**config.mk**
```make
export PLATFORM = sky130hd
export DESIGN_NAME = ex_muldiv_unit_flat
export DESIGN_NICKNAME = d
export VERILOG_FILES = /design/src/rtl/ex_muldiv_unit_if.sv /design/src/rtl/ex_muldiv_unit.sv /design/src/flat_wrapper.sv
export SDC_FILE = /design/constraint.sdc
export NUM_CORES = 1
export LEC_CHECK = 0
export CAP_MARGIN = 20
export CORE_UTILIZATION = 56
export CTS_CLUSTER_DIAMETER = 30
export DETAILED_ROUTE_END_ITERATION = 16
export PLACE_DENSITY = 0.91
export SYNTH_ARGS = -nofsm -noshare
export SYNTH_HDL_FRONTEND = slang
export SYNTH_SLANG_ARGS = --single-unit
```
**constraint.sdc**
```tcl
create_clock -name clk -period 4.3 [get_ports clk]
set_input_delay 0.43 -clock clk [delete_from_list [all_inputs] [get_ports clk]]
set_output_delay 0.43 -clock clk [all_outputs]
set_load 0.01 [all_outputs]
```
**src/rtl/ex_muldiv_unit_if.sv**
```systemverilog
// EX-stage handshake between the pipeline and the iterative mul/div unit.
// Pipeline side (master) drives the operation; the unit (slave) returns stall/valid/result.
interface ex_muldiv_unit_if #(
  parameter int XLEN = 32
);
  logic            ex_start;
  logic [2:0]      ex_funct3;
  logic [XLEN-1:0] ex_op_a;
  logic [XLEN-1:0] ex_op_b;
  logic            pipe_advance;
  logic            flush;
  logic            md_stall;
  logic            md_busy;
  logic            md_valid;
  logic [XLEN-1:0] md_result;

  modport master (
    output ex_start, ex_funct3, ex_op_a, ex_op_b, pipe_advance, flush,
    input  md_stall, md_busy, md_valid, md_result
  );

  modport slave (
    input  ex_start, ex_funct3, ex_op_a, ex_op_b, pipe_advance, flush,
    output md_stall, md_busy, md_valid, md_result
  );
endinterface

```
**src/rtl/ex_muldiv_unit.sv**
```systemverilog
// Iterative RV32M mul/div: 33-cycle ops (1 cycle for div-by-zero/overflow), result held in DONE
// until pipe_advance or flush; md_stall holds the front of the pipe while the result is pending.
module ex_muldiv_unit #(
  parameter int XLEN = 32
) (
  input  logic              clk,
  input  logic              rst,
  ex_muldiv_unit_if.slave   bus
);

  typedef enum logic [1:0] {
    S_IDLE = 2'd0,
    S_BUSY = 2'd1,
    S_DONE = 2'd2
  } state_e;

  state_e          state_q, state_d;
  logic [2:0]      f3_q, f3_d;
  logic [XLEN-1:0] a_q, a_d;
  logic [XLEN-1:0] hi_q, hi_d;
  logic [XLEN-1:0] lo_q, lo_d;
  logic [XLEN-1:0] res_q, res_d;
  logic [4:0]      cnt_q, cnt_d;
  logic            sign_q, sign_d;

  // Incoming-operation decode
  logic            start, is_div, b_zero, ovf;
  logic            sgn_a, sgn_b, s_a, s_b;
  logic [XLEN-1:0] mag_a, mag_b, fast_res;

  always_comb begin
    start  = bus.ex_start & ~bus.flush;
    is_div = bus.ex_funct3[2];
    sgn_a  = (bus.ex_funct3 == 3'b001) || (bus.ex_funct3 == 3'b010) ||
             (bus.ex_funct3 == 3'b100) || (bus.ex_funct3 == 3'b110);
    sgn_b  = (bus.ex_funct3 == 3'b001) || (bus.ex_funct3 == 3'b100) ||
             (bus.ex_funct3 == 3'b110);
    s_a    = sgn_a & bus.ex_op_a[XLEN-1];
    s_b    = sgn_b & bus.ex_op_b[XLEN-1];
    mag_a  = s_a ? -bus.ex_op_a : bus.ex_op_a;
    mag_b  = s_b ? -bus.ex_op_b : bus.ex_op_b;
    b_zero = (bus.ex_op_b == '0);
    ovf    = ((bus.ex_funct3 == 3'b100) || (bus.ex_funct3 == 3'b110)) &&
             (bus.ex_op_a == {1'b1, {(XLEN-1){1'b0}}}) && (&bus.ex_op_b);
    // Division by zero and signed overflow resolve without iterating
    if (b_zero) fast_res = bus.ex_funct3[1] ? bus.ex_op_a : '1;
    else        fast_res = bus.ex_funct3[1] ? '0 : bus.ex_op_a;
  end

  // One iteration step; hi/lo hold product or remainder/quotient
  logic [XLEN:0]     mul_sum, div_sh;
  logic              div_ge;
  logic [XLEN-1:0]   div_sub, it_hi, it_lo, quo_s, rem_s, fin;
  logic [2*XLEN-1:0] prod_s;

  always_comb begin
    mul_sum = {1'b0, hi_q} + (lo_q[0] ? {1'b0, a_q} : '0);
    div_sh  = {hi_q, lo_q[XLEN-1]};
    div_ge  = (div_sh >= {1'b0, a_q});
    div_sub = div_sh[XLEN-1:0] - a_q;
    if (f3_q[2]) begin
      it_hi = div_ge ? div_sub : div_sh[XLEN-1:0];
      it_lo = {lo_q[XLEN-2:0], div_ge};
    end else begin
      it_hi = mul_sum[XLEN:1];
      it_lo = {mul_sum[0], lo_q[XLEN-1:1]};
    end
    prod_s = sign_q ? -{it_hi, it_lo} : {it_hi, it_lo};
    quo_s  = sign_q ? -it_lo : it_lo;
    rem_s  = sign_q ? -it_hi : it_hi;
    case (f3_q)
      3'b000:                 fin = prod_s[XLEN-1:0];
      3'b001, 3'b010, 3'b011: fin = prod_s[2*XLEN-1:XLEN];
      3'b100, 3'b101:         fin = quo_s;
      default:                fin = rem_s;
    endcase
  end

  // State register
  always_ff @(posedge clk or posedge rst) begin
    if (rst) begin
      state_q <= S_IDLE;
      f3_q    <= '0;
      a_q     <= '0;
      hi_q    <= '0;
      lo_q    <= '0;
      res_q   <= '0;
      cnt_q   <= '0;
      sign_q  <= 1'b0;
    end else begin
      state_q <= state_d;
      f3_q    <= f3_d;
      a_q     <= a_d;
      hi_q    <= hi_d;
      lo_q    <= lo_d;
      res_q   <= res_d;
      cnt_q   <= cnt_d;
      sign_q  <= sign_d;
    end
  end

  // Next state and datapath
  always_comb begin
    state_d = state_q;
    f3_d    = f3_q;
    a_d     = a_q;
    hi_d    = hi_q;
    lo_d    = lo_q;
    res_d   = res_q;
    cnt_d   = cnt_q;
    sign_d  = sign_q;
    case (state_q)
      S_IDLE: begin
        if (start) begin
          f3_d   = bus.ex_funct3;
          cnt_d  = '0;
          hi_d   = '0;
          // Remainder takes the dividend's sign; product and quotient take sA^sB
          sign_d = (bus.ex_funct3[2] & bus.ex_funct3[1]) ? s_a : (s_a ^ s_b);
          a_d    = is_div ? mag_b : mag_a;
          lo_d   = is_div ? mag_a : mag_b;
          if (is_div && (b_zero || ovf)) begin
            res_d   = fast_res;
            state_d = S_DONE;
          end else begin
            state_d = S_BUSY;
          end
        end
      end
      S_BUSY: begin
        hi_d  = it_hi;
        lo_d  = it_lo;
        cnt_d = cnt_q + 5'd1;
        if ((cnt_q == 5'd31) && !bus.flush) begin
          res_d   = fin;
          state_d = S_DONE;
        end
      end
      S_DONE: begin
        if (bus.pipe_advance) state_d = S_IDLE;
      end
      default: state_d = S_IDLE;
    endcase
    if (bus.flush) state_d = S_IDLE;
  end

  // Outputs
  always_comb begin
    bus.md_busy   = (state_q == S_BUSY);
    bus.md_valid  = (state_q == S_DONE);
    bus.md_result = res_q;
    bus.md_stall  = ~rst & bus.ex_start & ~bus.flush &
                    ((state_q == S_IDLE) || (state_q == S_BUSY));
  end

endmodule

```
**src/flat_wrapper.sv**
```systemverilog
// flat-port wrapper written by rule: the top's interface ports become plain ports
module ex_muldiv_unit_flat 
#(
  parameter int XLEN = 32
)
  (clk, rst, bus_ex_start, bus_ex_funct3, bus_ex_op_a, bus_ex_op_b, bus_pipe_advance, bus_flush, bus_md_stall, bus_md_busy, bus_md_valid, bus_md_result);
  ex_muldiv_unit_if #(.XLEN(XLEN)) bus_i ();
  input  logic clk;
  input  logic rst;
  input wire logic [$bits(bus_i.ex_start)-1:0] bus_ex_start;
  input wire logic [$bits(bus_i.ex_funct3)-1:0] bus_ex_funct3;
  input wire logic [$bits(bus_i.ex_op_a)-1:0] bus_ex_op_a;
  input wire logic [$bits(bus_i.ex_op_b)-1:0] bus_ex_op_b;
  input wire logic [$bits(bus_i.pipe_advance)-1:0] bus_pipe_advance;
  input wire logic [$bits(bus_i.flush)-1:0] bus_flush;
  output wire logic [$bits(bus_i.md_stall)-1:0] bus_md_stall;
  output wire logic [$bits(bus_i.md_busy)-1:0] bus_md_busy;
  output wire logic [$bits(bus_i.md_valid)-1:0] bus_md_valid;
  output wire logic [$bits(bus_i.md_result)-1:0] bus_md_result;
  assign bus_i.ex_start = bus_ex_start;
  assign bus_i.ex_funct3 = bus_ex_funct3;
  assign bus_i.ex_op_a = bus_ex_op_a;
  assign bus_i.ex_op_b = bus_ex_op_b;
  assign bus_i.pipe_advance = bus_pipe_advance;
  assign bus_i.flush = bus_flush;
  assign bus_md_stall = bus_i.md_stall;
  assign bus_md_busy = bus_i.md_busy;
  assign bus_md_valid = bus_i.md_valid;
  assign bus_md_result = bus_i.md_result;
  ex_muldiv_unit #(.XLEN(XLEN)) u_core (.clk(clk), .rst(rst), .bus(bus_i));
endmodule
```
==> impl_metrics.json, run 1 <==
{
  "status": "stopped before the end",
  "lastStage": "global routing (5_1_grt)",
  "firstError": "[ERROR GRT-0232] Routing congestion too high. Check the congestion heatmap in the GUI.",
  "ys.flop_type": "dfrtp_1",
  "syn-instance-count": 2169,
  "yosysTopAreaCellShare_pct": 21.8,
  "design.portCount": 107,
  "avgSynthCellArea_um2": 7.36,
  "dp_hpwl_mm": 50.0,
  "io_buffers": 106,
  "clockBufferDepth": 2,
  "yosys-top-cells-area": "dfrtp_1 22%, o21ai_0 7.1%, nand2_1 6.1%",
  "yosys-top-cells-count": "260 x nand2_1, 227 x o21ai_0, 193 x a21oi_1",
  "postCtsHoldBufs": 0,
  "yosysSeqAreaShare_pct": 21.8,
  "syn_nets": 2314,
  "synth-async-reset-ratio_pct": 100,
  "die_y_um": 171,
  "cts_root_buffer": "clkbuf_16",
  "synth.distinct_cells": 98,
  "cts_sinks": 139,
  "initial_core_util_pct": 57.1,
  "cts.htree.levels": 4,
  "track_usage_pct": 72.5,
  "gp_congestion": 1.20,
  "netlist_area_mm2": 0.0160,
  "numCtsBuffers": 17,
  "ys_warn_count": 0,
  "synth_seq_cells": 139,
  "yosys.area.top_type": "dfrtp_1",
  "num_rows": 61,
  "die_w_um": 171,
  "gr-total-overflow": 193,
  "grt_max_degree": 127,
  "yosysMostFrequentCell": "nand2_1",
  "synth_edf_count": 0
}
==> cell families after synthesis <==
| logic type | after synthesis | synth area share [%] |
|---|---|---|
| xor+xnor | 160 | 8.78 |
| mux | 65 | 4.16 |
| compound gates | 753 | 30.4 |
| fa+ha+maj | 83 | 6.45 |
| buf+inv | 216 | 5.43 |
| simple gates | 753 | 23.0 |
| flops | 139 | 21.8 |
==> stage by stage <==
step                      std cells  instance area [um^2]  TNS (ns)  setup WS (ns)
after global placement         2779                 19100    -0.617         -0.279
after detailed placement       2779                 19100     -2.58         -0.359
after CTS                      2834                 20300    -0.130        -0.0804
after floorplan                2169                 16000         0        0.00151
==> repair_timing <==
item	CTS
resized for setup	80
setup endpoints to repair	25
pin swaps	37
cloned	0
buffers inserted	23
==> metal layers <==
metal	GRT overflow	track usage [%]
met5	3	42.1
met4	70	73.1
met3	5	61.6
met2	105	84.5
met1	10	71.8
==> inputs of run 2 (changes only) <==
Settings changed: CORE_UTILIZATION 56 to 40, CTS_CLUSTER_DIAMETER 30 to unset, PLACE_DENSITY 0.91 to unset, PLACE_DENSITY_LB_ADDON set to 0.15.
Clock period 4.3 ns to 5.6 ns, I/O delays scaled along.
==> impl_metrics.json, run 2 <==
{
  "gr-total-overflow": 0,
  "totalWireLength_mm": 69.2,
  "cts_root_buffer": "clkbuf_16",
  "finalPower_w": 0.00959,
  "multiInputGateArea_mm2": 0.0116,
  "track_usage_pct": 33.6,
  "worst_slew_pin_slew_ns": 1.05,
  "via_count": 17538,
  "hold_class": "register to register",
  "end_kind": "register",
  "synth_edf_count": 0,
  "clock_skew_ns": 0.0162,
  "ir_worst_vdd_mv": 0.180,
  "die-area_mm2": 0.0407,
  "ys_warn_count": 0,
  "tns_ns": 0,
  "design.portCount": 107,
  "grt_pass1_wl_mm": 103,
  "num_rows": 72,
  "insertion_delay_ns": 0.46,
  "crit_end": "u_core.bus.md_result[4]$_DFFE_PP0P_",
  "gp_congestion": 1.01,
  "yosys-top-cells-area": "dfrtp_1 22%, o21ai_0 7.1%, nand2_1 6.1%",
  "synth_seq_cells": 139,
  "yosysSeqAreaShare_pct": 21.8,
  "core_area_mm2": 0.0390,
  "n_antenna_cell": 0,
  "final_cell_mix": "259 x nand2_1, 227 x o21ai_0, 193 x a21oi_1",
  "yosys-top-cells-count": "260 x nand2_1, 227 x o21ai_0, 193 x a21oi_1",
  "syn-instance-count": 2169,
  "instances_no_fill": 2743,
  "antenna_found_initial": 3,
  "placed_area_mm2": 0.0176,
  "routedWlPerCell_um": 25.2,
  "relSlewSlack_pct": 30.3,
  "die_y_um": 202,
  "clockBufferDepth": 2,
  "dr.pass1.iters": 6,
  "syn_nets": 2314,
  "status": "finished clean",
  "numCtsBuffers": 17,
  "remaining_drc_errors": 0,
  "cts_tree": "built",
  "fillers": 3991,
  "regArea_mm2": 0.00348,
  "hold_path_depth": 1,
  "ff2ff_setup_slack_ns": 0.25,
  "rsz0062_at_grt": "false",
  "min_period_ns": 5.35,
  "required_ns": 5.96,
  "worst-path-max-fanout": 7,
  "dp_hpwl_mm": 54.2,
  "area_growth_pct": 14.0,
  "cts_sinks": 139,
  "dp.cells": 2711,
  "clkTransAtPathRegs_ns": 0.07,
  "initial_core_util_pct": 40.9,
  "io_buffers": 106,
  "maxCapViolations": 0,
  "layout.nets": 2358,
  "netlist_area_mm2": 0.0160,
  "p_leak_nw": 7.55,
  "grt_pass1_vias": 16033,
  "drv_slew": 0,
  "postLayoutCoreUtil_pct": 46.6,
  "reg2reg_to": "u_core.bus.md_result[4]$_DFFE_PP0P_",
  "cp-start-kind": "register",
  "crit_start": "u_core.a_q[18]$_DFFE_PP0P_",
  "yosysTopAreaCellShare_pct": 21.8,
  "cts.htree.levels": 4,
  "powerDensity_mw_per_mm2": 527,
  "die_w_um": 202,
  "r2r_start": "u_core.a_q[18]$_DFFE_PP0P_",
  "drtIter0Drc": 1910,
  "synth-async-reset-ratio_pct": 100,
  "crit_type": "register to register",
  "r2r_cells": 20,
  "final_common_cell": "nand2_1",
  "yosys.area.top_type": "dfrtp_1",
  "clock.fmax_mhz": 187,
  "hold_viol": 0,
  "layout-drive-gt1-share_pct": 7.15,
  "avgSynthCellArea_um2": 7.36,
  "setup_viol_count_final": 0,
  "vias_per_cell": 6.39,
  "synth.distinct_cells": 98,
  "ys.flop_type": "dfrtp_1",
  "ant_nets": 0,
  "final_cell_area_mm2": 0.0182,
  "period_share_pct": 95.6,
  "yosysMostFrequentCell": "nand2_1",
  "critPathArrivalTime_ns": 5.71,
  "grt_max_degree": 128
}
[run 2: cell counts after synthesis]
No cell type changed its count.
[run 2: worst min path at each step]
stage	startpoint	to
2_1_floorplan	u_core.state_q[1]$_DFFE_PP0P_	u_core.state_q[0]$_DFFE_PP0P_
3_3_place_gp	u_core.state_q[1]$_DFFE_PP0P_	u_core.state_q[0]$_DFFE_PP0P_
3_5_place_dp	u_core.state_q[1]$_DFFE_PP0P_	u_core.state_q[0]$_DFFE_PP0P_
4_1_cts	u_core.state_q[1]$_DFFE_PP0P_	u_core.state_q[0]$_DFFE_PP0P_
5_1_grt	u_core.state_q[1]$_DFFE_PP0P_	u_core.state_q[0]$_DFFE_PP0P_
6_report	u_core.state_q[1]$_DFFE_PP0P_	u_core.state_q[0]$_DFFE_PP0P_
[run 2: what timing repair did]
| item | 4_1_cts | 5_1_grt |
|---|---|---|
| setup endpoints to repair | 0 | 5 |
| buffers inserted | 0 | 0 |
| hold buffers | 0 | 0 |
| gates resized for setup | 0 | 2 |
| endpoints found under the hold margin | 0 | 0 |
[run 2: through the flow]
| stage | setup slack, ns | hold slack [ns] |
|---|---|---|
| after global routing | 0.00906 | 0.497 |
| final | 0.248 | 0.463 |
| after floorplan | 1.02 | 0.431 |
| after global placement | 0.255 | 0.444 |
| after CTS | 0.173 | 0.453 |
| after detailed placement | 0.220 | 0.445 |
[run 2: cell families after synthesis]
family                     count (synthesis)  synth area share (%)
AOI/OAI and AO/OA                        753                  30.4
and+or+nand+nor                          753                  23.0
buffers and inverters                    216                  5.43
xor gates and xnor gates                 160                  8.78
DFF                                      139                  21.8
adders and majority gates                 83                  6.45
muxes                                     65                  4.16
[run 2: layout make-up]
cell class	instances	area share, %
Timing Repair Buffer	170	8.46
Clock buffer	19	2.43
Tap cell	518	3.56
Sequential cell	139	19.1
Clock inverter	12	0.901
Inverter	71	1.49
Multi-Input combinational cell	1814	64.0
[run 2: report_power, final]
group	total, W	switching, W	internal, W
clock network	0.00123	0.000517	0.000717
logic	0.00677	0.00434	0.00243
registers	0.00159	0.000359	0.00123
total	0.00959	0.00521	0.00437
[run 2: critical path, stage by stage, from the launching register on]
cell and delay [ns]:
dfrtp_1 0.48, inv_1 0.08, ha_1 0.38, a21oi_1 0.21, o21ai_0 0.22, a32oi_1 0.33, a31oi_2 0.25, nor3_1 0.42
or2_2 0.22, ha_1 0.22, nand2_1 0.10, or4_1 0.53, or2_2 0.35, o21ai_0 0.35, nor2_1 0.23, nand2_1 0.15
o31ai_1 0.08, a32oi_1 0.17, o2111a_1 0.23, a21oi_1 0.05, o21ai_0 0.21
[run 2: layer usage]
metal	track usage [%]	wire [um]	share of wire, %
met1	46.9	30300	44
met2	51.9	30600	44
met3	4.10	5260	7.6
met4	14.3	2960	4.3
met5	0	0	0
Power figures use the tool's default switching activity.
